### config.mk
export PLATFORM = sky130hd
export DESIGN_NAME = vga_fade_stage
export DESIGN_NICKNAME = d
export VERILOG_FILES = /design/src/rtl/vga_fade_stage.sv
export SDC_FILE = /design/constraint.sdc
export NUM_CORES = 1
export LEC_CHECK = 0
export ABC_AREA = 1
export ABC_CLOCK_PERIOD_IN_PS = 4650
export CORE_ASPECT_RATIO = 0.75
export CORE_UTILIZATION = 32
export CTS_CLUSTER_SIZE = 8
export DETAILED_ROUTE_END_ITERATION = 6
export PLACE_DENSITY = 0.63
export SYNTH_ARGS = -nofsm -noshare
export SYNTH_HDL_FRONTEND = slang
export SYNTH_SLANG_ARGS = --single-unit
### constraint.sdc
create_clock -name clk -period 4.65 [get_ports clk]
set_clock_uncertainty 0.1 [all_clocks]
set_input_delay 0.93 -clock clk [delete_from_list [all_inputs] [get_ports clk]]
set_output_delay 0.93 -clock clk [all_outputs]
set_load 0.05 [all_outputs]
### src/rtl/vga_fade_stage.sv
// Brightness fade stage between the object mux and the VGA DAC: scales each
// pixel by a level 0..8 that steps once every FRAMES_PER_STEP frames.
module vga_fade_stage #(
  parameter int FRAMES_PER_STEP = 4
) (
  input  logic       clk,
  input  logic       resetN,
  input  logic [7:0] RGBIn,
  input  logic       startOfFrame,
  input  logic       fadeOutReq,
  input  logic       fadeInReq,
  output logic [7:0] RGBOut,
  output logic [3:0] fadeLevel,
  output logic       busy,
  output logic       fadeDone,
  output logic [1:0] o_dbg_state
);

  typedef enum logic [1:0] {
    BRIGHT  = 2'd0,
    DIM_OUT = 2'd1,
    DARK    = 2'd2,
    DIM_IN  = 2'd3
  } fade_state_t;

  localparam logic [7:0] LP_LAST_CNT = 8'(FRAMES_PER_STEP - 1);
  localparam logic [3:0] LP_LEVEL_MAX = 4'd8;

  fade_state_t r_state;
  logic [3:0]  r_level;
  logic [7:0]  r_frame_cnt;
  logic        r_fade_done;
  logic [7:0]  r_rgb_out;

  fade_state_t w_step_state;
  fade_state_t w_state_nxt;
  logic [3:0]  w_level_nxt;
  logic [7:0]  w_step_cnt;
  logic [7:0]  w_cnt_nxt;
  logic        w_done_nxt;
  logic        w_fading;

  logic [6:0]  w_r_prod;
  logic [6:0]  w_g_prod;
  logic [5:0]  w_b_prod;
  logic [7:0]  w_rgb_scaled;

  assign w_fading = (r_state == DIM_OUT) || (r_state == DIM_IN);

  always_ff @(posedge clk or negedge resetN) begin
    if (!resetN) begin
      r_state     <= BRIGHT;
      r_level     <= LP_LEVEL_MAX;
      r_frame_cnt <= 8'd0;
      r_fade_done <= 1'b0;
      r_rgb_out   <= 8'h00;
    end else begin
      r_state     <= w_state_nxt;
      r_level     <= w_level_nxt;
      r_frame_cnt <= w_cnt_nxt;
      r_fade_done <= w_done_nxt;
      r_rgb_out   <= w_rgb_scaled;
    end
  end

  // Frame step is resolved first; requests then act on the stepped state/level.
  always_comb begin
    w_step_state = r_state;
    w_level_nxt  = r_level;
    w_step_cnt   = r_frame_cnt;
    w_done_nxt   = 1'b0;
    if (startOfFrame && w_fading) begin
      if (r_frame_cnt == LP_LAST_CNT) begin
        w_step_cnt = 8'd0;
        if (r_state == DIM_OUT) begin
          w_level_nxt = r_level - 4'd1;
          if (r_level == 4'd1) begin
            w_step_state = DARK;
            w_done_nxt   = 1'b1;
          end
        end else begin
          w_level_nxt = r_level + 4'd1;
          if (r_level == LP_LEVEL_MAX - 4'd1) begin
            w_step_state = BRIGHT;
            w_done_nxt   = 1'b1;
          end
        end
      end else begin
        w_step_cnt = r_frame_cnt + 8'd1;
      end
    end

    w_state_nxt = w_step_state;
    w_cnt_nxt   = w_step_cnt;
    if (fadeOutReq) begin
      if ((w_step_state == BRIGHT) || (w_step_state == DIM_IN)) begin
        w_state_nxt = DIM_OUT;
        w_cnt_nxt   = 8'd0;
      end
    end else if (fadeInReq) begin
      if ((w_step_state == DARK) || (w_step_state == DIM_OUT)) begin
        w_state_nxt = DIM_IN;
        w_cnt_nxt   = 8'd0;
      end
    end
  end

  // Full-width products, then divide by 8; level 8 is an exact pass-through.
  always_comb begin
    w_r_prod     = 7'(RGBIn[7:5]) * 7'(r_level);
    w_g_prod     = 7'(RGBIn[4:2]) * 7'(r_level);
    w_b_prod     = 6'(RGBIn[1:0]) * 6'(r_level);
    w_rgb_scaled = {3'(w_r_prod >> 3), 3'(w_g_prod >> 3), 2'(w_b_prod >> 3)};
  end

  assign RGBOut      = r_rgb_out;
  assign fadeLevel   = r_level;
  assign busy        = w_fading;
  assign fadeDone    = r_fade_done;
  assign o_dbg_state = r_state;

endmodule
==> results.md <==
Status:
- The flow ran to the end, and the final reports show no timing, DRC or antenna violations.

Synth:
- The part of the Yosys area used for sequential elements is 0.329.
- By instance count, the leading cell after synthesis is sky130_fd_sc_hd__nand2_1.
- The number of warnings reported in the yosys synthesis log is 0.
- Of all flip-flops after synthesis, the portion carrying an async set or reset was 1.00.
- By area the synthesized netlist is led by sky130_fd_sc_hd__dfrtp_1 (31%), sky130_fd_sc_hd__ha_1 (11%), sky130_fd_sc_hd__nand2_1 (10%), sky130_fd_sc_hd__inv_1 (8.4%), sky130_fd_sc_hd__fa_1 (6.9%).
- Synthesis produced roughly 220 cells.
- In the synthesized netlist the dominant register cell turns out to be sky130_fd_sc_hd__dfrtp_1.
- The commonest cells after synthesis are sky130_fd_sc_hd__nand2_1 (47), sky130_fd_sc_hd__inv_1 (39), sky130_fd_sc_hd__nor2_1 (24).
- The adder and majority gate portion of the synthesized area is 0.176.
- The synthesized netlist net count is 255.
- The area share of xor/xnor cells in the synthesized design is 0.0600.
- Of the total synthesized cell area, the portion taken by AND, OR, NAND and NOR gates is 0.270.
- The number of enable flip-flop cells after synthesis is 0.
- After synthesis, the share of cell area in mux cells is 0.
- The number of different library cells used by synthesis comes to 34.
- The compound-cell area share of the yosys netlist is 0.0593.
- The fraction of post-synthesis cell area in the top cell type by area is 0.314.
- Summing every instance area after synthesis gives around 0.0018 mm^2.
- The average instance area after synthesis is 7.93 um^2.
- By area, the combinational part of the netlist is dominated by simple AND/OR/NAND/NOR gates.
- The most area-hungry cell type in the Yosys netlist is sky130_fd_sc_hd__dfrtp_1.
- Synthesis inferred 23 register bits.

CTS:
- The sink count of the clock tree is 23.
- In this run the deepest clock path goes through 2 buffers.
- The number of buffers inserted by hold repair at cts is 0.
- The number of clock buffers inserted by TritonCTS is 3.
- The post-cts gate resize count is 0.
- TritonCTS built the clock tree.
- The clock latency on the worst-skew pair is 0.27 ns.
- Clock-pin slew was measured on the worst setup and hold paths at 0.09 ns.
- The number of setup buffers added after CTS is 0.
- The H-tree level count is 1.
- The clock root buffer master is sky130_fd_sc_hd__clkbuf_8.

Worst setup path:
- Data on the critical path is required at its endpoint by about 4.7 ns.
- Setup slack on the worst reg-to-reg path comes out at 2.30 ns.
- The endpoint type of the worst setup path is a flop.
- The worst register-to-register path has a depth of 8.
- The worst setup path is of the in2reg kind.
- The startpoint identified for the worst register-to-register timing path is fadeLevel[0]$_DFFE_PN0P_.
- The worst register-to-register path ends at RGBOut[6]$_DFF_PN0_.
- The biggest fanout along the worst timing path is 4.
- At the worst endpoint, the arrival time is 2.95 ns.
- The kind of start point of the critical path is an input pin.

Pwr:
- The sequential power share is 0.317.
- The power per standard cell area is roughly 510 mW/mm^2.
- The part of the power in combinational logic is 0.564.
- The internal power consumption is ~0.55 mW.
- VDD sags by at most about 250 uV.
- Summed over all nets, the switching power comes to ~0.54 mW.
- Of the total power, the share spent switching nets is 0.495.
- The part of the power in the clock network is 0.119.
- The total leakage power is 1.09 nW.

Timing:
- The setup TNS is 0 ns.
- Hold is met by slightly above 0.5 ns.
- The max-slew violation total from the final report came to 0.
- The worst slew margin relative to its limit is 0.322.
- The part of the cycle the worst path needs is 0.622.
- The final hold violation count was 0.
- Setup repair after global routing left no endpoint under its margin.
- Setup violations remaining at the end of the flow were counted as 0.
- The transition time at the pin with the least slew margin is 1.01 ns.
- The time the worst path needs with I/O delays and setup is roughly 2.9 ns.
- The maximum clock frequency is ~0.35 GHz.

Drt:
- The amount of wire on met2 after detailed routing is approximately 1300 um.
- Dividing the detail-routed wire length by the instance count gives 10.6 um.
- The first routing iteration left 45 violations.
- In this run the top signal layer used is met4.
- For this block, wires on met1 add up to between 1500 and 2000 um.
- The number of optimization iterations in the first detailed-route pass is 4.
- The number of nets with antenna violations after routing is 0.
- The aggregate routed wire length is approximately 3400 um.
- Wire segments on met3 add up to 185 um in the final route.
- In the routed design, unresolved DRC markers number 0.
- Using the TritonRoute via totals, the vias-per-cell ratio works out to about 4.3.
- The routed layout has about 1,400 vias.

Global route:
- The via count of the first global-routing pass is ~1,300.
- The largest net degree at the start of global routing is 24.
- The overall fraction of global-route tracks in use is 0.131.
- Summed over all layers, the global routing overflow is 0.
- The first global-routing pass estimated 5870 um of wire.
- The initial antenna violation count is 0.

Final layout:
- The final-stage net count is between 200 and 300.
- From synthesis to final layout, the design area changed by 22.3%.
- The final cell count without fillers is between 300 and 400.
- Fill cells in the final layout number between 500 and 600.
- The number of antenna repair diodes is 0.
- The final instance area is 0.00214 mm^2.
- Of the cells placed in the final design, the portion with a size suffix greater than 1 is 0.0766.
- Once layout is complete, the utilization of the core stands at 0.423.

Floorplan:
- In this run the horizontal extent of the chip is 87.4 um.
- The full die area is between 0.005 and 0.006 mm^2.
- From bottom edge to top edge, the die measures around 66 um.
- The floorplan step defined a core boundary enclosing roughly 0.005 mm^2.
- The floorplan has 22 rows.
- The initial utilization of the core area, before any placement, comes to 0.346.
- In this run the count of I/O pins placed on the die edge is 29.

Placed design:
- Summed over all nets, the half-perimeter wirelength after detailed placement is 2570 um.
- Input and output buffers added on the ports amount to 28.
- The post-placement cell area is 0.00210 mm^2.
- The placed instance count is about 320.
- The placer's final routability congestion estimate is ~0.75.

Hold path:
- The worst hold path belongs to the class reg2reg.
- The endpoint of the worst hold path is r_frame_cnt[0]$_DFF_PN0_.
- The cell depth of the worst min-delay path is 2.
- The worst hold path begins at r_frame_cnt[0]$_DFF_PN0_.

Run:
- The number of max-cap violations is 0.
## final cells by class
class                      count  area, um^2  share of cell area
multi-input combinational    152         990               0.462
sequential                    23         577               0.269
timing repair buffer          28         280               0.131
inverter                      41         159              0.0742
tap                           72        90.1              0.0421
clock buffer                   3        41.3              0.0193
clock inverter                 1        5.00             0.00234
## stage by stage
step | worst slack [ns] | power [mW]
2_1_floorplan | 2.08 | 0.789
3_3_place_gp | 1.54 | 0.961
3_5_place_dp | 1.49 | 0.969
4_1_cts | 1.78 | 1.11
5_1_grt | 1.60 | 1.19
6_report | 1.76 | 1.09
## registers in the layout (all words and copies together) (netlist names)
register,flops
fadeDone,1
o_dbg_state,2
fadeLevel,4
r_frame_cnt,8
RGBOut,8
## routing by layer
layer / up-vias / GRT usage
met3: 2 / 0.0375
met4: 0 / 0.0123
li1: 734 / -
met5: - / 0
met1: 617 / 0.205
met2: 35 / 0.180
## cell families after synthesis
| logic type | Yosys count |
|---|---|
| flip-flops | 23 |
| buffers and inverters | 46 |
| AND/OR/NAND/NOR | 104 |
| AO/OA/AOI/OAI | 15 |
| XOR/XNOR | 12 |
| adder cells (fa/ha/maj) | 21 |
## worst max-delay path by stage
stage	startpoint	endpoint	slack [ns]	cells after the start
after floorplan	RGBIn[7]	RGBOut[6]$_DFF_PN0_	2.08	8
after detailed placement	RGBIn[7]	RGBOut[6]$_DFF_PN0_	1.49	9
after CTS	RGBIn[7]	RGBOut[6]$_DFF_PN0_	1.78	9
after global routing	RGBIn[7]	RGBOut[6]$_DFF_PN0_	1.60	9
final	RGBIn[7]	RGBOut[6]$_DFF_PN0_	1.76	9
after global placement	RGBIn[7]	RGBOut[6]$_DFF_PN0_	1.54	9
## critical path, stage by stage
cell and delay (ns):
sky130_fd_sc_hd__clkdlybuf4s50_1 0.46, sky130_fd_sc_hd__nand2_1 0.08, sky130_fd_sc_hd__inv_1 0.06, sky130_fd_sc_hd__fa_1 0.53
sky130_fd_sc_hd__nand2_1 0.05, sky130_fd_sc_hd__nor3_1 0.24, sky130_fd_sc_hd__inv_1 0.09, sky130_fd_sc_hd__fa_1 0.38
sky130_fd_sc_hd__xnor2_1 0.14
## power by group through the flow
stage / clock network (mW) / logic [mW] / registers, mW
floorplan: 0 / 0.326 / 0.463
global placement: 0 / 0.610 / 0.351
detailed placement: 0 / 0.619 / 0.350
CTS: 0.136 / 0.622 / 0.348
global route: 0.141 / 0.687 / 0.358
finish: 0.130 / 0.614 / 0.345
## cells in the final DEF, fill, tap and decap left out, drive strengths merged, types with 7 or more instances in the layout
cell and instances:
nand2 51, inv 41, clkdlybuf4s50 28, nor2 28, dfrtp 22, ha 15, nand3 13, nor3 8
xor2 8, a21oi 7
Power figures use the tool's default switching activity.
